<file path="config.mk">
export PLATFORM = sky130hd
export DESIGN_NAME = button_conditioner
export DESIGN_NICKNAME = d
export VERILOG_FILES = /design/src/rtl/button_pkg.sv /design/src/rtl/button_debounce.sv /design/src/rtl/button_conditioner.sv
export SDC_FILE = /design/constraint.sdc
export NUM_CORES = 1
export LEC_CHECK = 0
export BUFFER_PORTS_ARGS = -buffer_cell sky130_fd_sc_hd__buf_2
export CAP_MARGIN = 15
export CORE_UTILIZATION = 65
export CTS_BUF_LIST = sky130_fd_sc_hd__clkbuf_2
export DETAILED_ROUTE_END_ITERATION = 8
export GPL_TIMING_DRIVEN = 0
export PLACE_DENSITY = 0.92
export RECOVER_POWER = 50
export SETUP_SLACK_MARGIN = 0.2
export SYNTH_ARGS = -nofsm -noshare
export SYNTH_HDL_FRONTEND = slang
export SYNTH_SLANG_ARGS = --single-unit
</file>
<file path="constraint.sdc">
create_clock -name clk_50MHz -period 3.4 [get_ports clk_50MHz]
set_input_delay 0 -clock clk_50MHz [delete_from_list [all_inputs] [get_ports clk_50MHz]]
set_output_delay 0 -clock clk_50MHz [all_outputs]
set_load 0.02 [all_outputs]
</file>
<file path="src/rtl/button_pkg.sv">
// Shared button indices, repeat FSM states and counter sizing for the
// time-setting pushbutton front-end.
package button_pkg;

   localparam int BTN_START = 0;
   localparam int BTN_UP    = 1;
   localparam int BTN_DOWN  = 2;
   localparam int BTN_LEFT  = 3;
   localparam int BTN_RIGHT = 4;
   localparam int NUM_BTN   = 5;

   typedef enum logic [1:0] {
      IDLE,
      DELAY,
      REPEAT
   } rpt_state_e;

   // Bits needed to count 0..n-1, never less than one.
   function automatic int cnt_w(input int n);
      return (n <= 2) ? 1 : $clog2(n);
   endfunction

endpackage

</file>
<file path="src/rtl/button_debounce.sv">
// One pushbutton: two-flop synchroniser, debounce counter, debounced level
// and registered press pulse, plus the flip events for the repeat logic.
module button_debounce
   import button_pkg::*;
#(
   parameter int DEBOUNCE_CYC = 500000
) (
   input  logic clk_i,
   input  logic rst_ni,
   input  logic key_ni,
   output logic held_o,
   output logic press_o,
   output logic press_evt_o,
   output logic release_evt_o
);

   localparam int            CW   = cnt_w(DEBOUNCE_CYC);
   localparam logic [CW-1:0] TERM = CW'(DEBOUNCE_CYC - 1);

   logic [1:0]    sync_q;
   logic          db_q, db_d;
   logic [CW-1:0] cnt_q, cnt_d;
   logic          press_q;
   logic          differ;
   logic          flip;

   always_comb begin
      differ = (~sync_q[1]) != db_q;
      flip   = differ && (cnt_q == TERM);
      db_d   = flip ? ~db_q : db_q;
      cnt_d  = (differ && !flip) ? cnt_q + CW'(1) : '0;
   end

   // Synchroniser resets to "released" so a key held through reset re-debounces.
   always_ff @(posedge clk_i or negedge rst_ni) begin
      if (!rst_ni) begin
         sync_q  <= 2'b11;
         db_q    <= 1'b0;
         cnt_q   <= '0;
         press_q <= 1'b0;
      end else begin
         sync_q  <= {sync_q[0], key_ni};
         db_q    <= db_d;
         cnt_q   <= cnt_d;
         press_q <= flip & ~db_q;
      end
   end

   assign held_o        = db_q;
   assign press_o       = press_q;
   assign press_evt_o   = flip & ~db_q;
   assign release_evt_o = flip & db_q;

endmodule

</file>
<file path="src/rtl/button_conditioner.sv">
// Five-button front-end: debounced press pulses, held levels, and
// hold-to-repeat on up/down with a freeze while both are held together.
module button_conditioner
   import button_pkg::*;
#(
   parameter int                 DEBOUNCE_CYC      = 500000,
   parameter int                 REPEAT_DELAY_CYC  = 25000000,
   parameter int                 REPEAT_PERIOD_CYC = 5000000,
   parameter logic [NUM_BTN-1:0] REPEAT_MASK       = 5'b00110
) (
   input  logic               clk_50MHz,
   input  logic               reset,
   input  logic [NUM_BTN-1:0] key_n,
   output logic               start,
   output logic               up,
   output logic               down,
   output logic               left,
   output logic               right,
   output logic [NUM_BTN-1:0] held
);

   localparam int TW = cnt_w((REPEAT_DELAY_CYC > REPEAT_PERIOD_CYC) ?
                             REPEAT_DELAY_CYC : REPEAT_PERIOD_CYC);
   localparam logic [TW-1:0] DELAY_TERM  = TW'(REPEAT_DELAY_CYC - 1);
   localparam logic [TW-1:0] PERIOD_TERM = TW'(REPEAT_PERIOD_CYC - 1);

   logic [NUM_BTN-1:0] db_held;
   logic [NUM_BTN-1:0] press;
   logic [NUM_BTN-1:0] press_evt;
   logic [NUM_BTN-1:0] rel_evt;
   logic [NUM_BTN-1:0] rpt;
   logic               conflict;

   assign conflict = db_held[BTN_UP] & db_held[BTN_DOWN];

   for (genvar b = 0; b < NUM_BTN; b++) begin : g_btn
      logic       freeze;
      rpt_state_e state_q, state_d;
      logic [TW-1:0] tmr_q, tmr_d;
      logic       rpt_q, rpt_d;

      button_debounce #(
         .DEBOUNCE_CYC (DEBOUNCE_CYC)
      ) u_debounce (
         .clk_i         (clk_50MHz),
         .rst_ni        (reset),
         .key_ni        (key_n[b]),
         .held_o        (db_held[b]),
         .press_o       (press[b]),
         .press_evt_o   (press_evt[b]),
         .release_evt_o (rel_evt[b])
      );

      assign freeze = conflict && ((b == BTN_UP) || (b == BTN_DOWN));

      // Buttons without repeat never leave IDLE, so their FSM folds away.
      always_comb begin
         state_d = state_q;
         tmr_d   = tmr_q;
         rpt_d   = 1'b0;
         if (rel_evt[b]) begin
            state_d = IDLE;
            tmr_d   = '0;
         end else begin
            case (state_q)
               IDLE: begin
                  if (press_evt[b] && REPEAT_MASK[b]) begin
                     state_d = DELAY;
                     tmr_d   = '0;
                  end
               end
               DELAY: begin
                  if (!freeze) begin
                     if (tmr_q == DELAY_TERM) begin
                        rpt_d   = 1'b1;
                        state_d = REPEAT;
                        tmr_d   = '0;
                     end else begin
                        tmr_d = tmr_q + TW'(1);
                     end
                  end
               end
               REPEAT: begin
                  if (!freeze) begin
                     if (tmr_q == PERIOD_TERM) begin
                        rpt_d = 1'b1;
                        tmr_d = '0;
                     end else begin
                        tmr_d = tmr_q + TW'(1);
                     end
                  end
               end
               default: begin
                  state_d = IDLE;
                  tmr_d   = '0;
               end
            endcase
         end
      end

      always_ff @(posedge clk_50MHz or negedge reset) begin
         if (!reset) begin
            state_q <= IDLE;
            tmr_q   <= '0;
            rpt_q   <= 1'b0;
         end else begin
            state_q <= state_d;
            tmr_q   <= tmr_d;
            rpt_q   <= rpt_d;
         end
      end

      assign rpt[b] = rpt_q;
   end

   assign start = press[BTN_START] | rpt[BTN_START];
   assign up    = press[BTN_UP]    | rpt[BTN_UP];
   assign down  = press[BTN_DOWN]  | rpt[BTN_DOWN];
   assign left  = press[BTN_LEFT]  | rpt[BTN_LEFT];
   assign right = press[BTN_RIGHT] | rpt[BTN_RIGHT];
   assign held  = db_held;

endmodule

</file>
==> summary.md, run 1 <==
| Metric | Value |
|---|---|
| Status | finished, violations left |
| Failing checks | max-capacitance violations, max-slew violations |
| Worst Reg2Reg Path Length in Cells | 8 |
| Setup crit start kind | register |
| Commonest non-fill, non-tap cells in the layout | 161 x dfrtp_1, 145 x nor2_1, 68 x nand2_1 |
| Cells after Synth | approximately 900 |
| Area Growth Syn to Fin | 8.97% |
| Post-route ant nets | 0 |
| Design Area, Final | 0.00946 mm² |
| Dpl cell area | roughly 0.009 mm² |
| I/O pin cnt | 17 |
| Period utilization | 0.867 |
| Antenna diode count | 0 |
| Post-synthesis sequential area ratio | 0.495 |
| Hold endpoint | g_btn[1].u_debounce.sync_q[1] |
| DR WL met2 | roughly 8200 µm |
| Power Density | 375 mW/mm² |
| WL met1 | 7650 µm |
| CTS tree | built |
| Nets | around 970 |
| R2R Path Start | g_btn[1].u_debounce.cnt_q[0] |
| Max Freq | 339 MHz |
| Yosys top cell by area | dfrtp_1 |
| Average wire per standard cell | 14.8 µm |
| Post-synth top area share | 0.464 |
| Flops & latches, synth | 171 |
| Drt drc | 0 |
| Post-synth top flop | dfrtp_1 |
| Die span in y | between 100 and 150 µm |
| Unrepaired setup endpoints after global routing | no |
| Cells along the critical path | ha_1, and4_1, nand4_1, or4_1, nor3b_2, nor2_2, clkbuf_2, a31o_1 |
| Routed Wire Length | 16,800 µm |
| CTS buffer count | 17 |
| Post-synth net total | ~900 |
| Top cells by area, synth | dfrtp_1 46%, nor2_1 6.3%, xor2_1 5.7% |
| Clock Path Buffers | 2 |
| H-tree levels | 4 |
| Largest net degree at the start of global routing | 126 |
| Die area | 0.0138 mm² |
| Net switching power | 0.757 mW |
| Routability cong. | 0.866 |
| Syn_area_per_cell | 9.69 µm² |
| Max stage delay cell, worst path | or4_1 |
| Critical path type | register to register |
| Detail Placement HPWL | 11,200 µm |
| Post-layout util | 0.737 |
| First-pass GRT wire length | 29,800 µm |
| Skew-Pair Late Insertion Delay | around 0.7 ns |
| Async set-reset flop share out of synthesis | 1.00 |
| Worst hold path type | register to register |
| Critical Path RT | 4.07 ns |
| Sw Ratio | 0.213 |
| Hold Path Origin | g_btn[1].u_debounce.sync_q[0] |
| Met3 WL | around 760 µm |
| Vias/cell | 5.95 |
| PortBufs | 16 |
| R2R Setup Slk | 0.45 ns |
| Synthesized area | approximately 0.0087 mm² |
| CTS root buf | clkbuf_2 |
| Pins over their slew limit | around 170 |
| Die Width | 118 µm |
| Core area | 0.0128 mm² |
| Pre-antenna DRT Iters | 5 |
| Max stage delay on crit path | 0.58 ns |
| CP arrival | 3.61 ns |
| Clock sink count | 171 |
| Maximum vdd ir drop | 0.000341 V |
| Commonest non-fill, non-tap cell in the layout | dfrtp_1 |
| Post-CTS Setup Bufs | 0 |
| Clk slew on worst S/H paths | 0.22 ns |
| Pleak | ~4.2 nW |
| Worst rel slew slack | -0.601 |
| Max Cap Viol | 2 |
| Internal power | between 2 and 3 mW |
| Tot GR Track Use | 0.263 |
| Gr ovfl total | 0 |
| Measured slew at the worst slew-check pin | 2.40 ns |
| Share of cells above drive strength 1 | 0.0866 |
| Clock power share | 0.384 |
| Initial Util | 0.677 |
| Via count | 6,728 |
| Yosys Warn Count | 0 |
| Fin Setup TNS | 0 ns |
| Fin crit period | 2.95 ns |
| Combinational share of power | 0.029 |
| Top sig layer | met4 |
| CP endpoint kind | register |
| Worst Path Max Fanout | 10 |
| Row cnt | 41 |
| Initial antenna violation count | 0 |
| Fill cells | between 800 and 900 |
| Vias in the first global route | roughly 6,600 |
| Synth unique cells | between 50 and 60 |
| Fin Clk Skew | around 0.021 ns |
| Setup violators final | 0 |
| Sequential Power Share | 0.587 |
| Hold Crit Depth | 0 |
| Reg-to-Reg End | g_btn[1].tmr_q[14] |
| Number of synthesized flops with an enable pin | 0 |
| Initial drt markers | roughly 460 |
| Final hold violations | 0 |
## worst max-delay path by stage
stage	start	end	depth (start not counted)
floorplan	g_btn[2].tmr_q[10]	g_btn[2].tmr_q[15]	7
global placement	reset	g_btn[2].u_debounce.cnt_q[9]	1
detailed placement	g_btn[1].u_debounce.cnt_q[0]	g_btn[1].tmr_q[18]	8
CTS	g_btn[1].tmr_q[10]	g_btn[1].tmr_q[9]	7
global route	g_btn[2].u_debounce.cnt_q[0]	g_btn[2].tmr_q[18]	8
finish	g_btn[1].u_debounce.cnt_q[0]	g_btn[1].tmr_q[14]	8
## routing by layer
layer	vias to the layer above	GRT usage
li1	3255	-
met1	3281	0.354
met2	174	0.430
met3	18	0.0562
met4	0	0.0785
met5	-	0
## per-stage QoR
| step | hold slack [ns] | std cells | power (mW) | setup WS (ns) |
|---|---|---|---|---|
| 6_report | 0.359 | 1130 | 3.55 | 0.453 |
| 3_3_place_gp | 0.105 | 1084 | 2.21 | -0.194 |
| 4_1_cts | 0.294 | 1130 | 3.60 | 0.230 |
| 5_1_grt | 0.361 | 1130 | 3.69 | 0.219 |
| 3_5_place_dp | -0.0841 | 1085 | 2.22 | 0.0577 |
| 2_1_floorplan | -0.296 | 896 | 2.15 | 0.737 |
## layout make-up
type,instances,area [µm²],share of cell area
Sequential cell,171,4290,0.454
Tap cell,172,215,0.0228
Timing Repair Buffer,30,210,0.0222
Inverter,22,82.6,0.00873
Clock buffer,18,90.1,0.00953
Multi-Input combinational cell,676,4170,0.441
Buffer,27,149,0.0157
Clock inverter,14,249,0.0263
## power groups by stage
stage	clock [mW]	sequential [mW]	combinational (mW)
after global routing	1.48	2.09	0.121
after floorplan	0	2.11	0.0405
final	1.36	2.08	0.103
after detailed placement	0	2.12	0.0989
after global placement	0	2.11	0.0916
after CTS	1.40	2.08	0.114
## timing repair
action | in CTS | in global routing
hold buffers | 13 | 0
endpoints found under the setup margin | 10 | 17
endpoints found under the hold margin | 176 | 0
gates resized for setup | 2 | 5
## worst max-delay path, delay by kind of cell (launching register included)
kind	cells	cell delay [ns]
buffers and inverters	1	0.32
AND/OR/NAND/NOR	5	1.69
adder cells (fa/ha/maj)	1	0.25
AO/OA/AOI/OAI	1	0.17
flip-flops	1	0.45
## cell usage after synthesis, drive strengths merged, types with 2 or more instances
cell type	n
a21boi	2
a21o	3
a21oi	5
a221oi	2
a22o	37
a31oi	2
a32o	2
and2	10
and3	28
and4	15
buf	12
clkbuf	15
dfrtp	161
dfstp	10
ha	15
inv	22
mux2i	4
nand2	68
nand2b	4
nand3	48
nand3b	3
nand4	24
nand4b	3
nor2	147
nor2b	19
nor3	26
nor3b	8
nor4	16
nor4b	7
nor4bb	2
o21a	2
o21ai	48
o2bb2a	2
o2bb2ai	4
o31ai	3
or2	7
or3	2
or4	6
or4bb	2
xnor2	34
xor2	56
## flip-flops by register name, summed over array words and instances (netlist names)
register	flops
g_btn.rpt_q	2
g_btn.state_q	4
g_btn.tmr_q	50
g_btn.u_debounce.cnt_q	95
g_btn.u_debounce.held_o	5
g_btn.u_debounce.press_o	5
g_btn.u_debounce.sync_q	10
## cell families after synthesis
logic type	synth area share
buffers and inverters	0.0264
AOI/OAI and AO/OA	0.0962
DFF	0.495
muxes	0.00591
xor gates and xnor gates	0.0908
and+or+nand+nor	0.265
adders and majority gates	0.0216
Power figures use the tool's default switching activity.
==> run 2: changes to the inputs <==
--- a/config.mk
+++ b/config.mk
@@ -7,11 +7,11 @@
 export LEC_CHECK = 0
 export BUFFER_PORTS_ARGS = -buffer_cell sky130_fd_sc_hd__buf_2
 export CAP_MARGIN = 15
-export CORE_UTILIZATION = 65
+export CORE_UTILIZATION = 55
 export CTS_BUF_LIST = sky130_fd_sc_hd__clkbuf_2
 export DETAILED_ROUTE_END_ITERATION = 8
 export GPL_TIMING_DRIVEN = 0
-export PLACE_DENSITY = 0.92
+export PLACE_DENSITY = 0.81
 export RECOVER_POWER = 50
 export SETUP_SLACK_MARGIN = 0.2
 export SYNTH_ARGS = -nofsm -noshare
==> run 2 against run 1 <==
Compared with the run above: largest power group unchanged; design area decreased by 0.32%; the run still ends with max-capacitance violations, max-slew violations left; clock skew up 0.015 ns; largest cell class unchanged; final cell count up 3.5%; clock-buffer cell count is 2 higher; critical endpoint is now g_btn[1].tmr_q[13]; die area rose by 18%; fmax decreased by 1.6%; critical path depth fell by 1.
==> summary.md, run 2 (synthesized netlist as in run 1, its figures left out) <==
| Metric | Value |
|---|---|
| Area Growth Syn to Fin | 8.62% |
| Worst Reg2Reg Path Length in Cells | 7 (-1) |
| Hold Crit Depth | 0 (unchanged) |
| Setup crit start kind | register |
| Power Density | 342 mW/mm² (-8.8%) |
| Hold endpoint | g_btn[0].u_debounce.sync_q[1] |
| Via count | 6,508 (-3.3%) |
| Max Freq | 334 MHz (-1.6%) |
| Fin Clk Skew | 0.0370 ns (+0.0155 ns) |
| Max FFs per register | 95 (unchanged) |
| R2R Path Start | g_btn[1].tmr_q[17] |
| First-pass GRT wire length | 27,700 µm (-6.8%) |
| Hold Path Origin | g_btn[0].u_debounce.sync_q[0] |
| CTS root buf | clkbuf_2 |
| Max Cap Viol | 1 (-1) |
| Final hold violations | 0 (unchanged) |
| Buffers and inverters on the worst path | 1 (unchanged) |
| Worst rel slew slack | -0.462 (+0.139) |
| Skew-Pair Late Insertion Delay | 0.73 ns (about the same) |
| Multi-input gate area | 0.00417 mm² (unchanged) |
| Commonest non-fill, non-tap cells in the layout | 161 x dfrtp_1, 145 x nor2_1, 68 x nand2_1 |
| Largest net degree at the start of global routing | 121 (-4.0%) |
| R2R Setup Slk | 0.41 ns (-0.05 ns) |
| Largest regs | g_btn.u_debounce.cnt_q (95), g_btn.tmr_q (50), g_btn.u_debounce.sync_q (10) |
| CP arrival | 3.60 ns (about the same) |
| Max stage delay cell, worst path | or4_1 |
| Period utilization | 0.881 (+0.0139) |
| CP delay by family, top | simple AND/OR/NAND/NOR gates |
| Fill cells | 1,340 (+51%) |
| Max stage delay on crit path | 0.55 ns (-0.03 ns) |
| Die span in y | 128 µm (+8.6%) |
| Pins over their slew limit | 52 (-70%) |
| Tot GR Track Use | 0.211 (-0.0521) |
| Worst Path Max Fanout | 10 (unchanged) |
| Reg-to-Reg End | g_btn[1].tmr_q[13] |
| Vias/cell | 5.57 (-6.5%) |
| Antenna diode count | 0 (unchanged) |
| Die Width | 128 µm (+8.6%) |
| Drt drc | 0 (unchanged) |
| Clock sink count | 171 (unchanged) |
| Initial Util | 0.567 (-0.110) |
| Die area | 0.0163 mm² (+18%) |
| Failing checks | max-capacitance violations, max-slew violations |
| H-tree levels | 4 (unchanged) |
| Setup violators final | 0 (unchanged) |
| Share of cells above drive strength 1 | 0.0835 (-0.00313) |
| Clock Path Buffers | 2 (unchanged) |
| Initial antenna violation count | 0 (unchanged) |
| Fin crit period | 2.99 ns (+0.0472 ns) |
| Gr ovfl total | 0 (unchanged) |
| Routability cong. | 0.874 (+0.87%) |
| Average wire per standard cell | 13.6 µm (-8.4%) |
| Critical path type | register to register |
| Post-route ant nets | 0 (unchanged) |
| Measured slew at the worst slew-check pin | 2.19 ns (-0.208 ns) |
| Unrepaired setup endpoints after global routing | no |
| Non-filler instance count after layout | 1,169 (+3.5%) |
| Critical Path RT | 4.00 ns (-0.07 ns) |
| Clk slew on worst S/H paths | 0.23 ns (about the same) |
| CTS buffer count | 17 (unchanged) |
| I/O pin cnt | 17 (unchanged) |
| Row cnt | 45 (+9.8%) |
| Core area | 0.0153 mm² (+19%) |
| Cells along the critical path | or4_1, nor4_2, a21boi_1, o21ai_2, clkbuf_1, o21ai_0, o2bb2ai_1 |
| Detail Placement HPWL | 10,900 µm (-2.9%) |
| PortBufs | 16 (unchanged) |
| Maximum vdd ir drop | 0.000428 V (+25%) |
| CTS tree | built |
| Routed Wire Length | 15,900 µm (-5.2%) |
| Total power | 3.23 mW (-9.1%) |
| Sequential Area | 0.00429 mm² (unchanged) |
| Initial drt markers | 333 (-28%) |
| Pleak | 4.13 nW (-0.67%) |
| Pre-antenna DRT Iters | 5 (unchanged) |
| Commonest non-fill, non-tap cell in the layout | dfrtp_1 |
| CP endpoint kind | register |
| Vias in the first global route | 6,107 (-7.0%) |
| Largest reg by FF count | g_btn.u_debounce.cnt_q |
| Worst hold path type | register to register |
| Placed cells | 1,124 (+3.6%) |
| Status | finished, violations left |
| Nets | 967 (unchanged) |
==> run 2: worst max path at each step <==
stage	start	endpoint	slack, ns	cells after the start
finish	g_btn[1].tmr_q[17]	g_btn[1].tmr_q[13]	0.41	7
global route	g_btn[2].u_debounce.cnt_q[0]	g_btn[2].tmr_q[8]	0.23	8
CTS	g_btn[1].tmr_q[17]	g_btn[1].tmr_q[22]	0.25	7
detailed placement	g_btn[1].u_debounce.cnt_q[0]	g_btn[1].tmr_q[11]	0.04	8
global placement	reset	g_btn[2].u_debounce.cnt_q[10]	-0.27	1
floorplan	g_btn[2].tmr_q[10]	g_btn[2].tmr_q[15]	0.74	7
==> run 2: worst register-to-register path, stage by stage (launching register included) <==
cell and delay, ns:
dfrtp_1 0.47, or4_1 0.55, nor4_2 0.51, a21boi_1 0.15, o21ai_2 0.41, clkbuf_1 0.44, o21ai_0 0.20, o2bb2ai_1 0.15
==> run 2: report_power, final <==
group	total, mW	leakage, nW	switching, mW	internal, mW
logic	0.105	1.64	0.0709	0.0345
registers	2.08	2.34	0.0184	2.06
clock network	1.04	0.145	0.638	0.403
==> run 2: final cells by class <==
| class | count | area share |
|---|---|---|
| buffer | 27 | 0.0158 |
| timing repair buffer | 30 | 0.0254 |
| sequential | 171 | 0.455 |
| tap | 211 | 0.0280 |
| clock inverter | 12 | 0.0139 |
| inverter | 22 | 0.00876 |
| clock buffer | 20 | 0.0106 |
| multi-input combinational | 676 | 0.442 |
==> run 2: per-stage QoR <==
step	cell area [µm²]	TNS, ns	hold slack [ns]	setup slack [ns]	utilization
global route	9430	0	0.331	0.227	0.616
detailed placement	9060	0	-0.0644	0.0361	0.592
finish	9430	0	0.370	0.406	0.616
floorplan	8680	0	-0.296	0.737	-
CTS	9450	0	0.265	0.249	0.617
global placement	9020	-41.55	0.105	-0.274	0.589
==> run 2: what timing repair did <==
item / in CTS / in global routing
buffers inserted: 0 / 0
pin swaps: 0 / 0
setup endpoints to repair: 10 / 17
cloned: 0 / 0
endpoints found under the hold margin: 176 / 0
gates resized for setup: 2 / 5
hold buffers: 13 / 0
==> run 2: routing by layer <==
metal  GRT usage  part of all wire
met1       0.291              0.50
met4      0.0554            0.0080
met2       0.337              0.46
met3      0.0482             0.034
met5           0                 0
==> run 3: changes to the inputs <==
--- a/config.mk
+++ b/config.mk
@@ -11,7 +11,7 @@
 export CTS_BUF_LIST = sky130_fd_sc_hd__clkbuf_2
 export DETAILED_ROUTE_END_ITERATION = 8
 export GPL_TIMING_DRIVEN = 0
-export PLACE_DENSITY = 0.81
+export PLACE_DENSITY = 0.84
 export RECOVER_POWER = 50
 export SETUP_SLACK_MARGIN = 0.2
 export SYNTH_ARGS = -nofsm -noshare
==> constraint.sdc (replaced) <==
create_clock -name clk_50MHz -period 2.55 [get_ports clk_50MHz]
set_input_delay 0 -clock clk_50MHz [delete_from_list [all_inputs] [get_ports clk_50MHz]]
set_output_delay 0 -clock clk_50MHz [all_outputs]
set_load 0.02 [all_outputs]
==> run 3 against run 2 <==
Compared with the run above: the flow finishes with violations (max-slew violations, negative setup slack); flip-flop and latch count unchanged; wire length up 17%; clock-buffer cell count up 1; die area unchanged; first-iteration DRC count up 53%; critical path type unchanged; largest power group unchanged.
==> summary.md, run 3 (synthesized netlist as in run 1, its figures left out) <==
| Metric | Value |
|---|---|
| Clk slew on worst S/H paths | 0.23 ns (about the same) |
| CP delay by family, top | simple AND/OR/NAND/NOR gates |
| Area Growth Syn to Fin | 16.3% |
| Internal power | 3.34 mW (+34%) |
| Max stage delay cell, worst path | or4bb_1 |
| Sw Ratio | 0.234 (+0.00850) |
| Vias in the first global route | 6,609 (+8.2%) |
| Average wire per standard cell | 15.4 µm (+13%) |
| Pleak | 4.46 nW (+7.8%) |
| Setup crit start kind | register |
| Worst Path Max Fanout | 5 (-5) |
| Fill cells | 1,180 (-12%) |
| Pins over their slew limit | 32 (-38%) |
| Post-layout worst setup margin | -0.142 ns (-0.548 ns) |
| Largest net degree at the start of global routing | 115 (-5.0%) |
| Final hold violations | 0 (unchanged) |
| Via count | 6,904 (+6.1%) |
| Design Area, Final | 0.0101 mm² (+7.1%) |
| Die span in y | 128 µm (unchanged) |
| Routed Wire Length | 18,500 µm (+17%) |
| Largest regs | g_btn.u_debounce.cnt_q (95), g_btn.tmr_q (50), g_btn.u_debounce.sync_q (10) |
| Gr ovfl total | 0 (unchanged) |
| Initial Util | 0.567 (unchanged) |
| Clock Path Buffers | 2 (unchanged) |
| CTS buffer count | 17 (unchanged) |
| Skew-Pair Late Insertion Delay | 0.76 ns (+0.03 ns) |
| Nets | 1,005 (+3.9%) |
| Period utilization | 1.06 (+0.175) |
| Die area | 0.0163 mm² (unchanged) |
| Routability cong. | 0.815 (-6.7%) |
| Initial drt markers | 509 (+53%) |
| Failing checks | max-slew violations, negative setup slack |
| Worst hold path type | register to register |
| Cells along the critical path | or4bb_1, or4_4, o41a_1, o21bai_4, buf_4, nor2_1, a221o_1 |
| Max Cap Viol | 0 (-1) |
| Clock power share | 0.330 (+0.007) |
| Measured slew at the worst slew-check pin | 1.50 ns (-0.691 ns) |
| Fin Clk Skew | 0.0337 ns (-0.00321 ns) |
| Worst rel slew slack | -0.00205 (+0.460) |
| Die Width | 128 µm (unchanged) |
| Post-layout util | 0.659 (+0.0438) |
| Critical path type | register to register |
| Dpl cell area | 0.00909 mm² (+0.36%) |
| I/O pin cnt | 17 (unchanged) |
| CP arrival | 3.38 ns (-0.22 ns) |
| Tot GR Track Use | 0.233 (+0.0218) |
| CTS root buf | clkbuf_2 |
| First-pass GRT wire length | 30,600 µm (+10%) |
| Detail Placement HPWL | 11,000 µm (+1.3%) |
| Post-route ant nets | 0 (unchanged) |
| Drt drc | 0 (unchanged) |
| Maximum vdd ir drop | 0.000387 V (-9.5%) |
| Sequential Power Share | 0.636 (-0.009) |
| Row cnt | 45 (unchanged) |
| Vias/cell | 5.72 (+2.8%) |
| Status | finished, violations left |
| Fin crit period | 2.69 ns (-0.302 ns) |
| Combinational share of power | 0.034 (about the same) |
| H-tree levels | 4 (unchanged) |
| PortBufs | 16 (unchanged) |
| Power Density | 432 mW/mm² (+26%) |
| Critical Path RT | 3.24 ns (-0.76 ns) |
| Share of cells above drive strength 1 | 0.170 (+0.0863) |
| Clock sink count | 171 (unchanged) |
| Pre-antenna DRT Iters | 6 (+1) |
| Max stage delay on crit path | 0.52 ns (-0.03 ns) |
| Commonest non-fill, non-tap cells in the layout | 159 x dfrtp_1, 144 x nor2_1, 68 x nand2_1 |
| Antenna diode count | 0 (unchanged) |
| Unrepaired setup endpoints after global routing | yes |
| CP endpoint kind | register |
| Commonest non-fill, non-tap cell in the layout | dfrtp_1 |
| Largest reg by FF count | g_btn.u_debounce.cnt_q |
| Core area | 0.0153 mm² (unchanged) |
| CTS tree | built |
| Buffers and inverters on the worst path | 1 (unchanged) |
| Initial antenna violation count | 0 (unchanged) |
| Max FFs per register | 95 (unchanged) |
| Max Freq | 371 MHz (+11%) |
| Setup violators final | 26 (+26) |
| Net switching power | 1.02 mW (+40%) |
run 3: routing by layer:
metal  GRT usage  routed length (µm)  vias to the layer above
met2       0.366                8890                      172
met1       0.320                8450                     3356
li1            -                   -                     3326
met5           0                   0                        -
met4      0.0844                 443                        0
met3      0.0486                 734                       50
run 3: timing repair:
| action | 4_1_cts | 5_1_grt |
|---|---|---|
| resized for setup | 34 | 65 |
| setup buffers | 22 | 15 |
| pin swaps | 11 | 40 |
| hold endpoints to repair | 176 | 0 |
| hold buffers | 13 | 0 |
| gates cloned | 1 | 4 |
| setup endpoints to repair | 83 | 105 |
run 3: final timing paths:
path / cells after the start / startpoint / slack, ns / end
worst max-delay path: 7 / g_btn[2].tmr_q[17] / -0.14 / g_btn[2].tmr_q[4]
worst min-delay path: 0 / g_btn[4].u_debounce.sync_q[0] / 0.37 / g_btn[4].u_debounce.sync_q[1]
worst max register to register: 7 / g_btn[2].tmr_q[17] / -0.14 / g_btn[2].tmr_q[4]
worst min register to register: 0 / g_btn[4].u_debounce.sync_q[0] / 0.37 / g_btn[4].u_debounce.sync_q[1]
max in group asynchronous: 4 / reset / 0.24 / g_btn[2].tmr_q[7]
min in group asynchronous: 3 / reset / 0.65 / g_btn[1].u_debounce.sync_q[1]
run 3: worst reg2reg max path, stage by stage, from the launching register on:
cell      delay, ns
dfrtp_1        0.44
or4bb_1        0.52
or4_4          0.51
o41a_1         0.38
o21bai_4       0.26
buf_4          0.20
nor2_1         0.06
a221o_1        0.26
run 3: per-stage QoR:
step                      setup WS, ns  total power, mW  setup TNS (ns)  hold WS (ns)  std cells
after floorplan                 0.0552             2.87               0        -0.296        896
after global placement           -1.08             2.94         -179.30         0.104       1123
after detailed placement        -0.267             2.95           -8.32       -0.0457       1124
after CTS                       -0.122             4.40           -2.06         0.293       1191
after global routing            -0.207             4.54           -8.98         0.360       1206
final                           -0.142             4.36           -2.63         0.371       1206
run 3: power groups by stage:
stage	Sequential (mW)	Clock [mW]	Combinational, mW
after CTS	2.77	1.47	0.162
after global placement	2.82	0	0.123
after floorplan	2.82	0	0.0541
final	2.77	1.44	0.148
after detailed placement	2.82	0	0.134
after global routing	2.78	1.58	0.173
run 3: layout make-up:
type | instances | area, µm² | share of cell area
Clock buffer | 21 | 105 | 0.0104
Clock inverter | 10 | 125 | 0.0124
Inverter | 22 | 82.6 | 0.00818
Tap cell | 211 | 264 | 0.0261
Buffer | 23 | 195 | 0.0193
Multi-Input combinational cell | 676 | 4440 | 0.440
Sequential cell | 171 | 4290 | 0.425
Timing Repair Buffer | 72 | 592 | 0.0586
